**src/rtl/fetch_unit.sv**
```systemverilog
`default_nettype none
// ============================================================================
// Module      : fetch_unit
// Description : Instruction-fetch stage feeding the control decoder.
//               Holds the program counter, drives a synchronous-read
//               instruction ROM and presents each 9-bit instruction with a
//               valid flag. Taken branches from the decoder are resolved
//               through a writable target LUT; the sequential fetch already
//               in flight is squashed. Runs from a start pulse until the
//               instruction at prog_end retires without branching.
// Ports       : clk, reset        - clock, synchronous active-high reset
//               start             - one-cycle pulse, begin at RESET_PC
//               stall             - freeze fetch, hold current instruction
//               prog_end          - address of the last program instruction
//               branch_en/idx     - taken flag and LUT index from decoder
//               lut_we/waddr/wdata- branch-target LUT write port
//               imem_addr/en      - ROM read address / enable
//               imem_rdata        - ROM data (one cycle after addr/en)
//               instr/instr_valid/instr_pc - instruction to the decoder
//               done              - program finished
// Revision    : 1.0 - initial release
// ============================================================================
module fetch_unit #(
    parameter int PC_W      = 10,
    parameter int LUT_DEPTH = 32,
    parameter int RESET_PC  = 0
) (
    input  logic            clk,
    input  logic            reset,
    input  logic            start,
    input  logic            stall,
    input  logic [PC_W-1:0] prog_end,
    input  logic            branch_en,
    input  logic [4:0]      branch_idx,
    input  logic            lut_we,
    input  logic [4:0]      lut_waddr,
    input  logic [PC_W-1:0] lut_wdata,
    output logic [PC_W-1:0] imem_addr,
    output logic            imem_en,
    input  logic [8:0]      imem_rdata,
    output logic [8:0]      instr,
    output logic            instr_valid,
    output logic [PC_W-1:0] instr_pc,
    output logic            done
);

    localparam logic [PC_W-1:0] c_resetPc = PC_W'(RESET_PC);
    localparam logic [PC_W-1:0] c_pcOne   = PC_W'(1);

    typedef enum logic [1:0] {
        IDLE = 2'd0,
        RUN  = 2'd1,
        DONE = 2'd2
    } state_t;

    state_t          r_state;
    state_t          w_stateNext;
    logic [PC_W-1:0] r_fetchPc;
    logic [PC_W-1:0] w_fetchPcNext;
    logic [PC_W-1:0] r_instrPc;
    logic [PC_W-1:0] w_instrPcNext;
    logic            r_instrValid;
    logic            w_instrValidNext;
    logic            w_imemEn;
    logic            w_done;
    logic [PC_W-1:0] w_lutTarget;

    // Branch-target LUT: no reset, contents are defined only once written.
    logic [PC_W-1:0] r_lut [LUT_DEPTH];

    always_ff @(posedge clk) begin
        if (lut_we) begin
            r_lut[lut_waddr] <= lut_wdata;
        end
    end

    // Combinational read: a write to the same index in the same cycle only
    // lands at the clock edge, so a concurrent redirect sees the old entry.
    assign w_lutTarget = r_lut[branch_idx];

    always_ff @(posedge clk) begin
        if (reset) begin
            r_state      <= IDLE;
            r_fetchPc    <= c_resetPc;
            r_instrPc    <= '0;
            r_instrValid <= 1'b0;
        end else begin
            r_state      <= w_stateNext;
            r_fetchPc    <= w_fetchPcNext;
            r_instrPc    <= w_instrPcNext;
            r_instrValid <= w_instrValidNext;
        end
    end

    always_comb begin
        w_stateNext      = r_state;
        w_fetchPcNext    = r_fetchPc;
        w_instrPcNext    = r_instrPc;
        w_instrValidNext = r_instrValid;
        w_imemEn         = 1'b0;
        w_done           = 1'b0;

        case (r_state)
            IDLE: begin
                if (start) begin
                    w_fetchPcNext    = c_resetPc;
                    w_instrValidNext = 1'b0;
                    w_stateNext      = RUN;
                end
            end

            RUN: begin
                // With the ROM disabled its output register holds, so the
                // instruction on display stays stable through a stall.
                w_imemEn = ~stall;
                if (!stall) begin
                    // Address issued this cycle becomes the instruction next
                    // cycle.
                    w_instrPcNext    = r_fetchPc;
                    w_instrValidNext = 1'b1;
                    w_fetchPcNext    = r_fetchPc + c_pcOne;
                    if (r_instrValid) begin
                        if (branch_en) begin
                            // The sequential fetch issued now is wrong-path:
                            // mark it invalid and redirect.
                            w_fetchPcNext    = w_lutTarget;
                            w_instrValidNext = 1'b0;
                        end else if (r_instrPc == prog_end) begin
                            w_instrValidNext = 1'b0;
                            w_stateNext      = DONE;
                        end
                    end
                end
            end

            DONE: begin
                w_done = 1'b1;
                if (start) begin
                    w_fetchPcNext    = c_resetPc;
                    w_instrValidNext = 1'b0;
                    w_stateNext      = RUN;
                end
            end

            default: begin
                w_stateNext      = IDLE;
                w_instrValidNext = 1'b0;
            end
        endcase
    end

    assign imem_addr   = r_fetchPc;
    assign imem_en     = w_imemEn;
    assign instr       = imem_rdata;
    assign instr_valid = r_instrValid;
    assign instr_pc    = r_instrPc;
    assign done        = w_done;

endmodule
`default_nettype wire

```
**config.mk**
```make
export PLATFORM = sky130hd
export DESIGN_NAME = fetch_unit
export DESIGN_NICKNAME = d
export VERILOG_FILES = /design/src/rtl/fetch_unit.sv
export SDC_FILE = /design/constraint.sdc
export NUM_CORES = 1
export LEC_CHECK = 0
export ABC_AREA = 0
export BUFFER_PORTS_ARGS = -buffer_cell sky130_fd_sc_hd__buf_2
export CAP_MARGIN = 20
export CORE_ASPECT_RATIO = 1.1
export CORE_UTILIZATION = 25
export CTS_BUF_LIST = sky130_fd_sc_hd__clkbuf_4 sky130_fd_sc_hd__clkbuf_8 sky130_fd_sc_hd__clkbuf_16
export CTS_CLUSTER_SIZE = 14
export DETAILED_ROUTE_END_ITERATION = 8
export GPL_TIMING_DRIVEN = 0
export PLACE_DENSITY = 0.47
export SYNTH_ARGS = -nofsm -noshare
export SYNTH_HDL_FRONTEND = slang
export SYNTH_SLANG_ARGS = --single-unit
```
**constraint.sdc**
```tcl
create_clock -name clk -period 3.97 [get_ports clk]
set_input_delay 0.1985 -clock clk [delete_from_list [all_inputs] [get_ports clk]]
set_output_delay 0.1985 -clock clk [all_outputs]
set_load 0.02 [all_outputs]
```
==> flow_metrics.env <==
export IMPL_critPathSlowestCell="dfxtp_1"
export IMPL_cts_buffers=37
export IMPL_yosysMostFrequentCell="edfxtp_1"
export IMPL_cp_start_kind="flop"
export IMPL_routedWlPerCell_um=23.1
export IMPL_ir_drop_uv=269
export IMPL_grt_pass1_wl_um=53900
export IMPL_seqPwrFrac_pct=51.0
export IMPL_synth_simple_area_share_pct=4.98
export IMPL_grt_antenna_before_repair=1
export IMPL_async_flop_share_pct=0
export IMPL_skew_ns=0.0183
export IMPL_synth_area_per_cell_um2=18.5
export IMPL_yosys_cell_types_count=57
export IMPL_syn_area_mm2=0.0137
export IMPL_dr_total_vias=7461
export IMPL_internal_power_uw=6180
export IMPL_yosys_area_top_type="edfxtp_1"
export IMPL_setup_violations=0
export IMPL_synth_xor_area_share_pct=0.830
export IMPL_grt_setup_unrepaired="false"
export IMPL_synth_edf_count=320
export IMPL_grt_overflow=0
export IMPL_hp_class="in2reg"
export IMPL_die_area_mm2=0.0558
export IMPL_fmax_ghz=0.411
export IMPL_numPortBuffers=64
export IMPL_critPathArrivalTime_ns=2.24
export IMPL_crit_path_max_fanout=10
export IMPL_routed_via_density=4.59
export IMPL_cts_resized=0
export IMPL_crit_path_end_kind="output port"
export IMPL_cts_tree="done"
export IMPL_drv_slew=0
export IMPL_tightest_slew_ns=1.05
export IMPL_required_ns=3.77
export IMPL_period_share_pct=61.3
export IMPL_ant_nets=0
export IMPL_ys_flop_type="edfxtp_1"
export IMPL_syn_to_final_growth_pct=19.7
export IMPL_clk_pin_slew_ns=0.06
export IMPL_first_global_vias=7566
export IMPL_power_switching_uw=1680
export IMPL_crit_buf_inv=4
export IMPL_gp_congestion=0.797
export IMPL_ys_warn_count=0
export IMPL_pwr_share_clk_pct=43.2
export IMPL_synth_fa_ha_area_share_pct=0.0912
export IMPL_antennaDiodeCount=0
export IMPL_synthTopCellsByArea="edfxtp_1, mux4_2, dfxtp_1"
export IMPL_yosysSeqAreaShare_pct=73.4
export IMPL_power_leakage_uw=0.00530
export IMPL_wl_um=37500
export IMPL_fin_tns_setup_ns=0
export IMPL_run_status="finished, final reports clean"
export IMPL_synth_top_family_by_area="multiplexers"
export IMPL_synth_compound_area_share_pct=4.04
export IMPL_pwr_share_comb_pct=5.8
export IMPL_cpPeakStageDelay_ns=0.38
export IMPL_ioPinCount=77
export IMPL_yosys_top_cells_count="edfxtp_1, mux4_2, nor2_1"
export IMPL_muxShareOfSynthArea_pct=14.4
export IMPL_fillers=5353
export IMPL_hold_buffers=1
export IMPL_die_w_um=225
export IMPL_cts_sinks=343
export IMPL_insertion_delay_ns=0.54
export IMPL_final_util_pct=30.5
export IMPL_maxCapViolCount=0
export IMPL_swShare_pct=21.3
export IMPL_cp_common_cell="clkbuf_1"
export IMPL_hold_viol_final=0
export IMPL_timing_worst_setup_path_type="reg2out"
export IMPL_synth_top_cell_area_share_pct=70.0
export IMPL_coreArea_mm2=0.0539
export IMPL_hpwl_um=25600
export IMPL_track_usage_pct=13.6
export IMPL_slew_headroom_pct=29.5
export IMPL_first_iter_violations=822
export IMPL_die_y_um=248
export IMPL_synthesis_nets=786
export IMPL_p_per_area_mw_per_mm2=478
export IMPL_cts_buffer_depth=3
export IMPL_synth_seq_cells=343
export IMPL_drc=0
export IMPL_path_cells="or3b_1 -> clkbuf_1 -> inv_2 -> clkbuf_1 -> buf_2"
export IMPL_fp_row_count=89
export IMPL_post_route_cells_drive_above_1_share_pct=30.1
export IMPL_post_cts_buffers=0
export IMPL_crit_family="buffers and inverters"
export IMPL_layout_nets=918
export IMPL_power_total_uw=7850
export IMPL_cts_root_buf="clkbuf_16"
export IMPL_grt_max_degree=33
export IMPL_htree_num_levels=2
export IMPL_drtPass1Iterations=5
export IMPL_synthCells=740
export IMPL_min_period_ns=2.44
export IMPL_initial_core_util_pct=25.5
[worst reg2reg max path: stages, from the launching register on]
cell and delay (ns):
dfxtp_1 0.38, or3b_1 0.36, clkbuf_1 0.18, inv_2 0.17, a21oi_1 0.09, a221o_1 0.43
a2111oi_2 0.32, nor3_1 0.09
[flip-flops by register name, indices dropped and copies added, names as in the netlist]
register	count
instr_valid	1
r_state	2
imem_addr	10
r_lut	320
instr_pc	10
[power by group through the flow]
stage	registers, µW	logic (µW)	clock network (µW)
after floorplan	4080	248	0
after global placement	4080	455	0
after detailed placement	4080	464	0
after CTS	4000	466	3460
after global routing	4010	490	3590
final	4000	458	3390
[kinds of logic after synthesis]
| kind of cell | Yosys count |
|---|---|
| AOI/OAI and AO/OA | 85 |
| xor gates and xnor gates | 13 |
| adders and majority gates | 1 |
| buffers and inverters | 48 |
| DFF | 343 |
| muxes | 104 |
| and+or+nand+nor | 146 |
[path summary, 6_finish.rpt]
| kind | startpoint | endpoint | slack, ns | cells after the start |
|---|---|---|---|---|
| min | stall | instr_valid$_SDFFE_PP0P_ | 0.01 | 4 |
| max | r_state[0]$_SDFFE_PP0P_ | imem_en | 1.53 | 5 |
| min reg2reg | instr_pc[1]$_SDFFE_PP0P_ | instr_pc[1]$_SDFFE_PP0P_ | 0.49 | 2 |
| max reg2reg | r_state[0]$_SDFFE_PP0P_ | imem_addr[9]$_SDFFE_PP0P_ | 1.82 | 7 |
[per-stage QoR]
stage          hold slack (ns)  setup slack, ns  instance area (µm²)  cells
4_1_cts               0.000194             1.53                16400   1622
5_1_grt                 0.0574             1.40                16400   1627
2_1_floorplan            0.297             2.24                13700    740
6_report                0.0136             1.53                16400   1627
3_5_place_dp             0.477             1.19                15200   1555
3_3_place_gp             0.471             1.11                15000   1532
[layout make-up]
cell class              count  area [µm²]  area share (%)
repair buffers             93         601            3.66
well taps                 728         911            5.55
plain buffers              44         298            1.81
clock inverters            15         119           0.724
clock buffers              51        1070            6.53
inverters                   4        15.0          0.0914
multi-input cells         349        3340            20.3
flip-flops and latches    343       10100            61.3
[metal layers]
metal | wire length (µm) | share of wire, % | vias up | track usage (%)
met2 | 17900 | 48 | 259 | 22.5
li1 | - | - | 3247 | -
met3 | 2050 | 5.4 | 52 | 2.43
met4 | 856 | 2.3 | 2 | 4.10
met1 | 16700 | 45 | 3901 | 18.3
met5 | 10 | 0.027 | - | 0
[placed cells by master, fill, tap and decap left out, types with 4 or more instances in the layout]
master     Yosys  final
a21oi_1       23     23
a22oi_1       11     11
buf_2         10     74
buf_4         14     27
buf_6          6     20
clkbuf_1      11     11
clkbuf_16      0     39
clkbuf_4       0     11
clkinv_1       1      9
clkinv_2       0      4
dfxtp_1       23     23
edfxtp_1     320    320
mux2_2         8      8
mux2i_1       22     22
mux4_2        74     74
nand2_1       41     41
nand2b_1       6      6
nand3_1       10     10
nand3b_1       5      5
nand4_1        4      4
nor2_1        49     49
nor2b_1        6      6
nor3_1         8      8
o21ai_0       10     10
o21ai_1        8      8
o22ai_1        9      9
xnor2_1       11     11
Power figures use the tool's default switching activity.
